### src/rtl/param_fixed_point_divider_pkg.sv
// Shared types and sizing helpers for the parametrised restoring divider.
// Module parameters override the defaults; the helpers derive the iteration count and counter width.
package param_fixed_point_divider_pkg;

    typedef enum logic [1:0] {
        IDLE   = 2'd0,
        DIVIDE = 2'd1,
        DONE   = 2'd2
    } state_t;

    localparam int WIDTH_DEF = 10;
    localparam int FRAC_DEF  = 4;
    localparam int N_DEF     = WIDTH_DEF + FRAC_DEF;
    localparam int CNT_W_DEF = $clog2(N_DEF + 1);

    function automatic int iter_count(input int width, input int frac);
        return width + frac;
    endfunction

    function automatic int cnt_width(input int n);
        return $clog2(n + 1);
    endfunction

endpackage

### src/rtl/param_fixed_point_divider_if.sv
// Start/busy/done handshake and operand/result bus of the fixed-point divider.
interface param_fixed_point_divider_if #(
    parameter int WIDTH = 10
);
    logic             start;
    logic             ld_a;
    logic             ld_b;
    logic [WIDTH-1:0] A;
    logic [WIDTH-1:0] B;
    logic             busy;
    logic             done;
    logic [WIDTH-1:0] Q_next;
    logic             ov;
    logic             dz;

    modport master (
        output start, ld_a, ld_b, A, B,
        input  busy, done, Q_next, ov, dz
    );

    modport slave (
        input  start, ld_a, ld_b, A, B,
        output busy, done, Q_next, ov, dz
    );
endinterface

### src/rtl/param_fixed_point_divider_step.sv
// One restoring-division iteration: shift in the next dividend bit and conditionally subtract.
module div_step_unit #(
    parameter int WIDTH = 10
) (
    input  logic [WIDTH:0]   acc,
    input  logic             din,
    input  logic [WIDTH-1:0] divisor,
    output logic [WIDTH:0]   acc_next,
    output logic             q_bit
);

    logic [WIDTH:0] acc_shift;
    logic           unused_acc_msb;

    // The remainder is always below the divisor, so its top bit never carries information.
    assign unused_acc_msb = acc[WIDTH];

    always_comb begin
        acc_shift = {acc[WIDTH-1:0], din};
        if (acc_shift >= {1'b0, divisor}) begin
            acc_next = acc_shift - {1'b0, divisor};
            q_bit    = 1'b1;
        end else begin
            acc_next = acc_shift;
            q_bit    = 1'b0;
        end
    end

endmodule

### src/rtl/param_fixed_point_divider.sv
// Multi-cycle unsigned fixed-point divider: Q = (A << FRAC) / B over N = WIDTH+FRAC iterations.
// state  | meaning
// IDLE   | waiting for start; operands may be loaded
// DIVIDE | one quotient bit per cycle from the snapshotted operands
// DONE   | one-cycle done pulse; results already registered
module param_fixed_point_divider
    import param_fixed_point_divider_pkg::*;
#(
    parameter int WIDTH    = WIDTH_DEF,
    parameter int FRAC     = FRAC_DEF,
    parameter int SATURATE = 1
) (
    input logic                          clk,
    input logic                          rst,
    param_fixed_point_divider_if.slave   bus
);

    localparam int N     = iter_count(WIDTH, FRAC);
    localparam int CNT_W = cnt_width(N);

    state_t           state, state_nxt;
    logic [WIDTH-1:0] a_reg, b_reg, div_snap;
    logic [WIDTH:0]   acc, acc_nxt;
    logic [N-1:0]     shreg, qf_final;
    logic [CNT_W-1:0] cnt;
    logic             q_bit, last_iter, ov_full;
    logic [WIDTH-1:0] q_final, q_reg;
    logic             ov_reg, dz_reg;

    div_step_unit #(.WIDTH(WIDTH)) u_step (
        .acc      (acc),
        .din      (shreg[N-1]),
        .divisor  (div_snap),
        .acc_next (acc_nxt),
        .q_bit    (q_bit)
    );

    assign last_iter = (cnt == CNT_W'(N - 1));
    assign qf_final  = {shreg[N-2:0], q_bit};
    assign ov_full   = |qf_final[N-1:WIDTH];
    assign q_final   = (ov_full && SATURATE != 0) ? {WIDTH{1'b1}} : qf_final[WIDTH-1:0];

    always_ff @(posedge clk or negedge rst) begin
        if (!rst) state <= IDLE;
        else      state <= state_nxt;
    end

    always_comb begin
        state_nxt = state;
        unique case (state)
            IDLE: begin
                if (bus.start) state_nxt = (b_reg == '0) ? DONE : DIVIDE;
            end
            DIVIDE: begin
                if (last_iter) state_nxt = DONE;
            end
            DONE:    state_nxt = IDLE;
            default: state_nxt = IDLE;
        endcase
    end

    always_ff @(posedge clk or negedge rst) begin
        if (!rst) begin
            a_reg    <= '0;
            b_reg    <= '0;
            div_snap <= '0;
            acc      <= '0;
            shreg    <= '0;
            cnt      <= '0;
            q_reg    <= '0;
            ov_reg   <= 1'b0;
            dz_reg   <= 1'b0;
        end else begin
            if (bus.ld_a) a_reg <= bus.A;
            if (bus.ld_b) b_reg <= bus.B;
            unique case (state)
                IDLE: begin
                    if (bus.start) begin
                        if (b_reg != '0) begin
                            shreg    <= {a_reg, {FRAC{1'b0}}};
                            div_snap <= b_reg;
                            acc      <= '0;
                            cnt      <= '0;
                        end else begin
                            dz_reg <= 1'b1;
                            ov_reg <= 1'b1;
                            q_reg  <= (SATURATE != 0) ? {WIDTH{1'b1}} : {WIDTH{1'b0}};
                        end
                    end
                end
                DIVIDE: begin
                    // Quotient bits enter at the LSB as dividend bits leave the MSB.
                    acc   <= acc_nxt;
                    shreg <= qf_final;
                    cnt   <= cnt + CNT_W'(1);
                    if (last_iter) begin
                        q_reg  <= q_final;
                        ov_reg <= ov_full;
                        dz_reg <= 1'b0;
                    end
                end
                default: ;
            endcase
        end
    end

    assign bus.busy   = (state == DIVIDE);
    assign bus.done   = (state == DONE);
    assign bus.Q_next = q_reg;
    assign bus.ov     = ov_reg;
    assign bus.dz     = dz_reg;

endmodule

### src/flat_wrapper.sv
// flat-port wrapper written by rule: the top's interface ports become plain ports
module param_fixed_point_divider_flat import param_fixed_point_divider_pkg::*;
#(
    parameter int WIDTH    = WIDTH_DEF,
    parameter int FRAC     = FRAC_DEF,
    parameter int SATURATE = 1
)
  (clk, rst, bus_start, bus_ld_a, bus_ld_b, bus_A, bus_B, bus_busy, bus_done, bus_Q_next, bus_ov, bus_dz);
  param_fixed_point_divider_if #(.WIDTH(WIDTH)) bus_i ();
  input logic clk;
  input logic rst;
  input wire logic [$bits(bus_i.start)-1:0] bus_start;
  input wire logic [$bits(bus_i.ld_a)-1:0] bus_ld_a;
  input wire logic [$bits(bus_i.ld_b)-1:0] bus_ld_b;
  input wire logic [$bits(bus_i.A)-1:0] bus_A;
  input wire logic [$bits(bus_i.B)-1:0] bus_B;
  output wire logic [$bits(bus_i.busy)-1:0] bus_busy;
  output wire logic [$bits(bus_i.done)-1:0] bus_done;
  output wire logic [$bits(bus_i.Q_next)-1:0] bus_Q_next;
  output wire logic [$bits(bus_i.ov)-1:0] bus_ov;
  output wire logic [$bits(bus_i.dz)-1:0] bus_dz;
  assign bus_i.start = bus_start;
  assign bus_i.ld_a = bus_ld_a;
  assign bus_i.ld_b = bus_ld_b;
  assign bus_i.A = bus_A;
  assign bus_i.B = bus_B;
  assign bus_busy = bus_i.busy;
  assign bus_done = bus_i.done;
  assign bus_Q_next = bus_i.Q_next;
  assign bus_ov = bus_i.ov;
  assign bus_dz = bus_i.dz;
  param_fixed_point_divider #(.WIDTH(WIDTH), .FRAC(FRAC), .SATURATE(SATURATE)) u_core (.clk(clk), .rst(rst), .bus(bus_i));
endmodule
### config.mk
export PLATFORM = sky130hd
export DESIGN_NAME = param_fixed_point_divider_flat
export DESIGN_NICKNAME = d
export VERILOG_FILES = /design/src/rtl/param_fixed_point_divider_pkg.sv /design/src/rtl/param_fixed_point_divider_if.sv /design/src/rtl/param_fixed_point_divider_step.sv /design/src/rtl/param_fixed_point_divider.sv /design/src/flat_wrapper.sv
export SDC_FILE = /design/constraint.sdc
export NUM_CORES = 1
export LEC_CHECK = 0
export ABC_AREA = 1
export CORE_MARGIN = 3
export CORE_UTILIZATION = 30
export CTS_CLUSTER_SIZE = 30
export DETAILED_ROUTE_END_ITERATION = 16
export GPL_TIMING_DRIVEN = 0
export SLEW_MARGIN = 20
export SYNTH_ARGS = -nofsm -noshare
export SYNTH_HDL_FRONTEND = slang
export SYNTH_HIERARCHICAL = 1
export SYNTH_SLANG_ARGS = --single-unit
export TNS_END_PERCENT = 1
### constraint.sdc
create_clock -name clk -period 2.5 [get_ports clk]
set_input_delay 0.625 -clock clk [delete_from_list [all_inputs] [get_ports clk]]
set_output_delay 0.625 -clock clk [all_outputs]
set_load 0.1 [all_outputs]
# After elaboration in Yosys (flattened, before gate mapping)
# Index checks and enable logic that the tools add are counted.
[totals]
reg_bits = 72
in_bits = 25
output_inout_bits = 14
wordCells = 55
[classes]
addsub = 2
magnitude_cmp = 1
eq_ne = 7
mux = 26
reduce_logical = 9
[op_table]
columns = ["op", "count"]
rows = [
  ["$mux 10", 7],
  ["$pmux 10 s2", 2],
  ["$mux 14", 2],
  ["$pmux 14 s2", 1],
  ["$ge 11x10->1", 1],
  ["$logic_not 10->1", 1],
  ["$reduce_bool 10->1", 1],
  ["$sub 10x10->10", 1],
  ["$mux 4", 2],
  ["$pmux 4 s2", 1],
  ["$mux 2", 3],
  ["$reduce_and 3->1", 2],
  ["$mux 1", 5],
  ["$add 4x1->4 const B", 1],
  ["$eq 4x4->1 const B", 1],
  ["$ne 2x1->1 const B", 2],
  ["$ne 2x2->1 const B", 2],
  ["$pmux 1 s2", 2],
  ["$pmux 2 s2", 1],
  ["$reduce_and 4->1", 1],
  ["$reduce_or 4->1", 1],
  ["$eq 2x1->1 const B", 1],
  ["$eq 2x2->1 const B", 1],
  ["$logic_not 2->1", 1],
  ["2 further kinds", 2],
]

# Depth between registers and ports, before layout
[logic_depth]
ltp_word = 5
depth_mapped = 15
ltp_nobuf = 15

# Modules after synthesis
# Netlist, hierarchy kept.
[modules_own_cells]
columns = ["module", "n_inst", "cells_per_inst", "area_each_um2", "seq_area_each_um2"]
rows = [
  ["param_fixed_point_divider", 1, 364, 3200.6, 1826.8],
  ["div_step_unit", 1, 160, 810.8, 0.0],
]

# Least setup slack after synthesis
# OpenSTA, ideal clock, no wires.
[synth_path]
kind = "register -> output"
from = "register u_core.state[1]"
to = "output port bus_done"
arrival_ns = 1.705
required_time_ns = 1.875
slack_ns = 0.170
stages_incl_launch_ff = 3
path_buffers = 0
path_cell_list = "dfrtp_1 > inv_1 > nor2_1"
[synth_between]
elab_chain_len = 1
[synth_rtl]
columns = ["element", "line_no", "text"]
rows = [
  ["start, declared", "param_fixed_point_divider.sv:21", "state_t state, state_nxt;"],
  ["start signal, assigned", "param_fixed_point_divider.sv:45", "else state <= state_nxt;"],
  ["$eq 2x2->1", "param_fixed_point_divider.sv:108", "assign bus.done = (state == DONE);"],
  ["end, declared", "flat_wrapper.sv:18", "output wire logic [$bits(bus_i.done)-1:0] bus_done;"],
]
# No other way between the ends.

# Worst setup path after layout
[layout_path]
from = "register u_core.q_reg[9], in the netlist u_core/bus.Q_next[9]"
to = "output port bus_Q_next[9]"
[layout_lines]
columns = ["element", "line_no", "text"]
rows = [
  ["start, declared", "param_fixed_point_divider.sv:27", "logic [WIDTH-1:0] q_final, q_reg;"],
  ["start signal, assigned", "param_fixed_point_divider.sv:87", "q_reg <= (SATURATE != 0) ? {WIDTH{1'b1}} : {WIDTH{1'b0}};"],
  ["start signal, assigned", "param_fixed_point_divider.sv:97", "q_reg <= q_final;"],
  ["end, declared", "flat_wrapper.sv:19", "output wire logic [$bits(bus_i.Q_next)-1:0] bus_Q_next;"],
]
# No word-level cell between the ends.

==> implementation parameters <==
Parameter                              Value

Detailed routing
  Detail-routed net length per standard cell    ~12 µm
  Number of detailed-routing iterations run before antenna repair    4
  Drt initial violations    160
  DRC violation count after routing    0
  Routed wire length    8650 µm
  Via/cell ratio    4.53
  Via count of the routed design    3304
  Remaining number of nets flagged by the antenna check after routing    0

Flow run
  Number of max-cap violations    0

Floorplanning
  Die extent in y    120 µm
  X dimension of the die    ~120 µm
  DIE AREA    about 0.014 mm²
  Total core area    0.0127 mm²
  I/O pin total    39
  Initial Utilization    30.9%
  Standard-cell row count    41

Placement
  Placed wire-length estimate after detailed placement    6500 µm
  Total of buffers placed on input and output ports    36
  Post-Place Worst Slack    -340 ps
  Final weighted congestion of routability-driven global placement    0.849

STA
  Slew headroom    33.8%
  Unrepaired setup endpoints after global routing    no
  Final hold violations    0
  Measured slew at the worst slew-check pin    989 ps
  Slack of the critical path    roughly 45 ps
  Fmax    407 MHz
  Number of failing setup endpoints in the final timing report    0
  Setup_tns    0 ps
  Fin. max-slew vios    0
  Part of the cycle the worst path needs    98.2%
  Worst clock skew    5.88 ps
  Post-route minimum period    2460 ps

Critical path
  Worst path bufs/invs    1
  Cell breakdown of the critical path    clkdlybuf4s50_1
  Slowest-stage cell, CP    sky130_fd_sc_hd__clkdlybuf4s50_1
  Endpoint class of the critical path    output port
  Largest stage delay on the critical path    1140 ps
  Required time worst endpoint    between 1500 and 2000 ps
  Worst Path Arrival    1830 ps
  CP Class    reg2out
  Critical path peak fanout    2
  Slack of the worst reg-to-reg path    530 ps
  Crit path launch type    flip-flop
  Crit path max-delay family    buffers and inverters

Clocking
  CTS tree    built
  Maximum buffer depth of the clock tree    2
  Clock-pin slew on the worst setup and hold paths    60 ps
  Root Driver    sky130_fd_sc_hd__clkbuf_16
  Post_cts resized    6
  H-tree depth reported by CTS    3
  Clk sinks    ~70
  Clk_lat worst skew    roughly 320 ps
  Post-CTS setup-driven buffer insertion count    0
  Number of clock buffers inserted by TritonCTS    9
  Hold-fix buffers, CTS    0

Power and ir drop
  IR Drop Worst-Case VDD    around 0.00043 V
  Combinational Power Share    56.5%
  Flop pwr share    26.2%
  Internal    3660 µW
  Post-layout total power    between 7000 and 8000 µW
  Switching power share of the total    approximately 49%
  Power density of the placed cells    1490 mW/mm²
  Power dissipated by switching net loads    3500 µW
  Static power due to leakage    0.00249 µW
  Clock power frac    17.3%

Cells and area
  Synth-to-layout area growth    22.8%
  Largest register FFs    14
  Diodes inserted    0
  Util after Layout    37.9%
  Area used by multi-input combinational logic    0.00176 mm²
  Most flops, register    u_core/shreg
  Fill cells    1303
  Share of post-route cells with drive strength above 1    a little over a tenth
  Final net count    592
  Reg area    0.00180 mm²

GRT
  Maximum number of pins on one net before global-route repair    45
  Wire length of the first global-routing pass    ~15000 µm
  Total global routing overflow    0
  Number of antenna violations at the first check in global routing    0
  Vias in the first global route    3161
  Total global-route track usage    12.7%

Status
  Status    completed

Synthesis
  Synthesized instance count    approximately 510
  Cell area after synthesis    0.00392 mm²
  Count of synthesis-stage warnings from yosys    6
  Syn_nets    between 500 and 600
  Synthesized area per cell    7.74 µm²

Hold path
  HP Class    in2async
## cells in the final DEF, fill, tap and decap left out, types with 7 or more instances in the layout
master / n
sky130_fd_sc_hd__dfrtp_1: 72
sky130_fd_sc_hd__ha_1: 12
sky130_fd_sc_hd__clkbuf_1: 9
sky130_fd_sc_hd__clkdlybuf4s50_1: 31
sky130_fd_sc_hd__nand2_1: 203
sky130_fd_sc_hd__o21ai_0: 20
sky130_fd_sc_hd__clkbuf_16: 9
sky130_fd_sc_hd__mux2_2: 12
sky130_fd_sc_hd__nand3_1: 34
sky130_fd_sc_hd__nand4_1: 23
sky130_fd_sc_hd__buf_2: 7
sky130_fd_sc_hd__nor2_1: 20
sky130_fd_sc_hd__inv_1: 56
sky130_fd_sc_hd__buf_4: 8
## layout make-up
type	instances	share of cell area, %
sequential	72	37.5
multi-input combinational	352	36.5
buffer	23	2.84
clock inverter	5	1.22
clock buffer	10	4.76
timing repair buffer	37	8.07
tap	172	4.48
inverter	59	4.61
## metal layers
| metal | part of all wire (%) | global-route usage, % | vias up |
|---|---|---|---|
| met4 | 1.2 | 4.67 | 0 |
| met1 | 49 | 17.3 | 1543 |
| met3 | 3.9 | 2.76 | 6 |
| met2 | 46 | 19.9 | 65 |
| li1 | - | - | 1690 |
| met5 | 0 | 0 | - |
## final timing paths
kind	cells after the start	end	from
worst max-delay path	1	bus_Q_next[9]	u_core/bus.Q_next[9]
worst min-delay path	1	u_core/bus.Q_next[1]	rst
worst max register to register	12	u_core/bus.Q_next[0]	u_core/acc[1]
worst min register to register	2	u_core/div_snap[2]	u_core/div_snap[2]
max in group asynchronous	2	u_core/div_snap[0]	rst
min in group clk	2	u_core/div_snap[2]	u_core/div_snap[2]
## stage by stage
| step | hold slack, ps | instance area (µm²) | cells |
|---|---|---|---|
| 2_1_floorplan | 329 | 3920 | 506 |
| 3_3_place_gp | 455 | 4490 | 714 |
| 3_5_place_dp | 458 | 4520 | 715 |
| 4_1_cts | 232 | 4800 | 730 |
| 5_1_grt | 246 | 4810 | 730 |
| 6_report | 228 | 4810 | 730 |
## power by group through the flow
stage / logic [µW] / registers, µW / clock network, µW
CTS: 4050 / 1880 / 1280
floorplan: 2520 / 2490 / 0
global route: 4540 / 1930 / 1340
detailed placement: 4040 / 1900 / 0
global placement: 3970 / 1880 / 0
finish: 4040 / 1880 / 1240
Power figures use the tool's default switching activity.
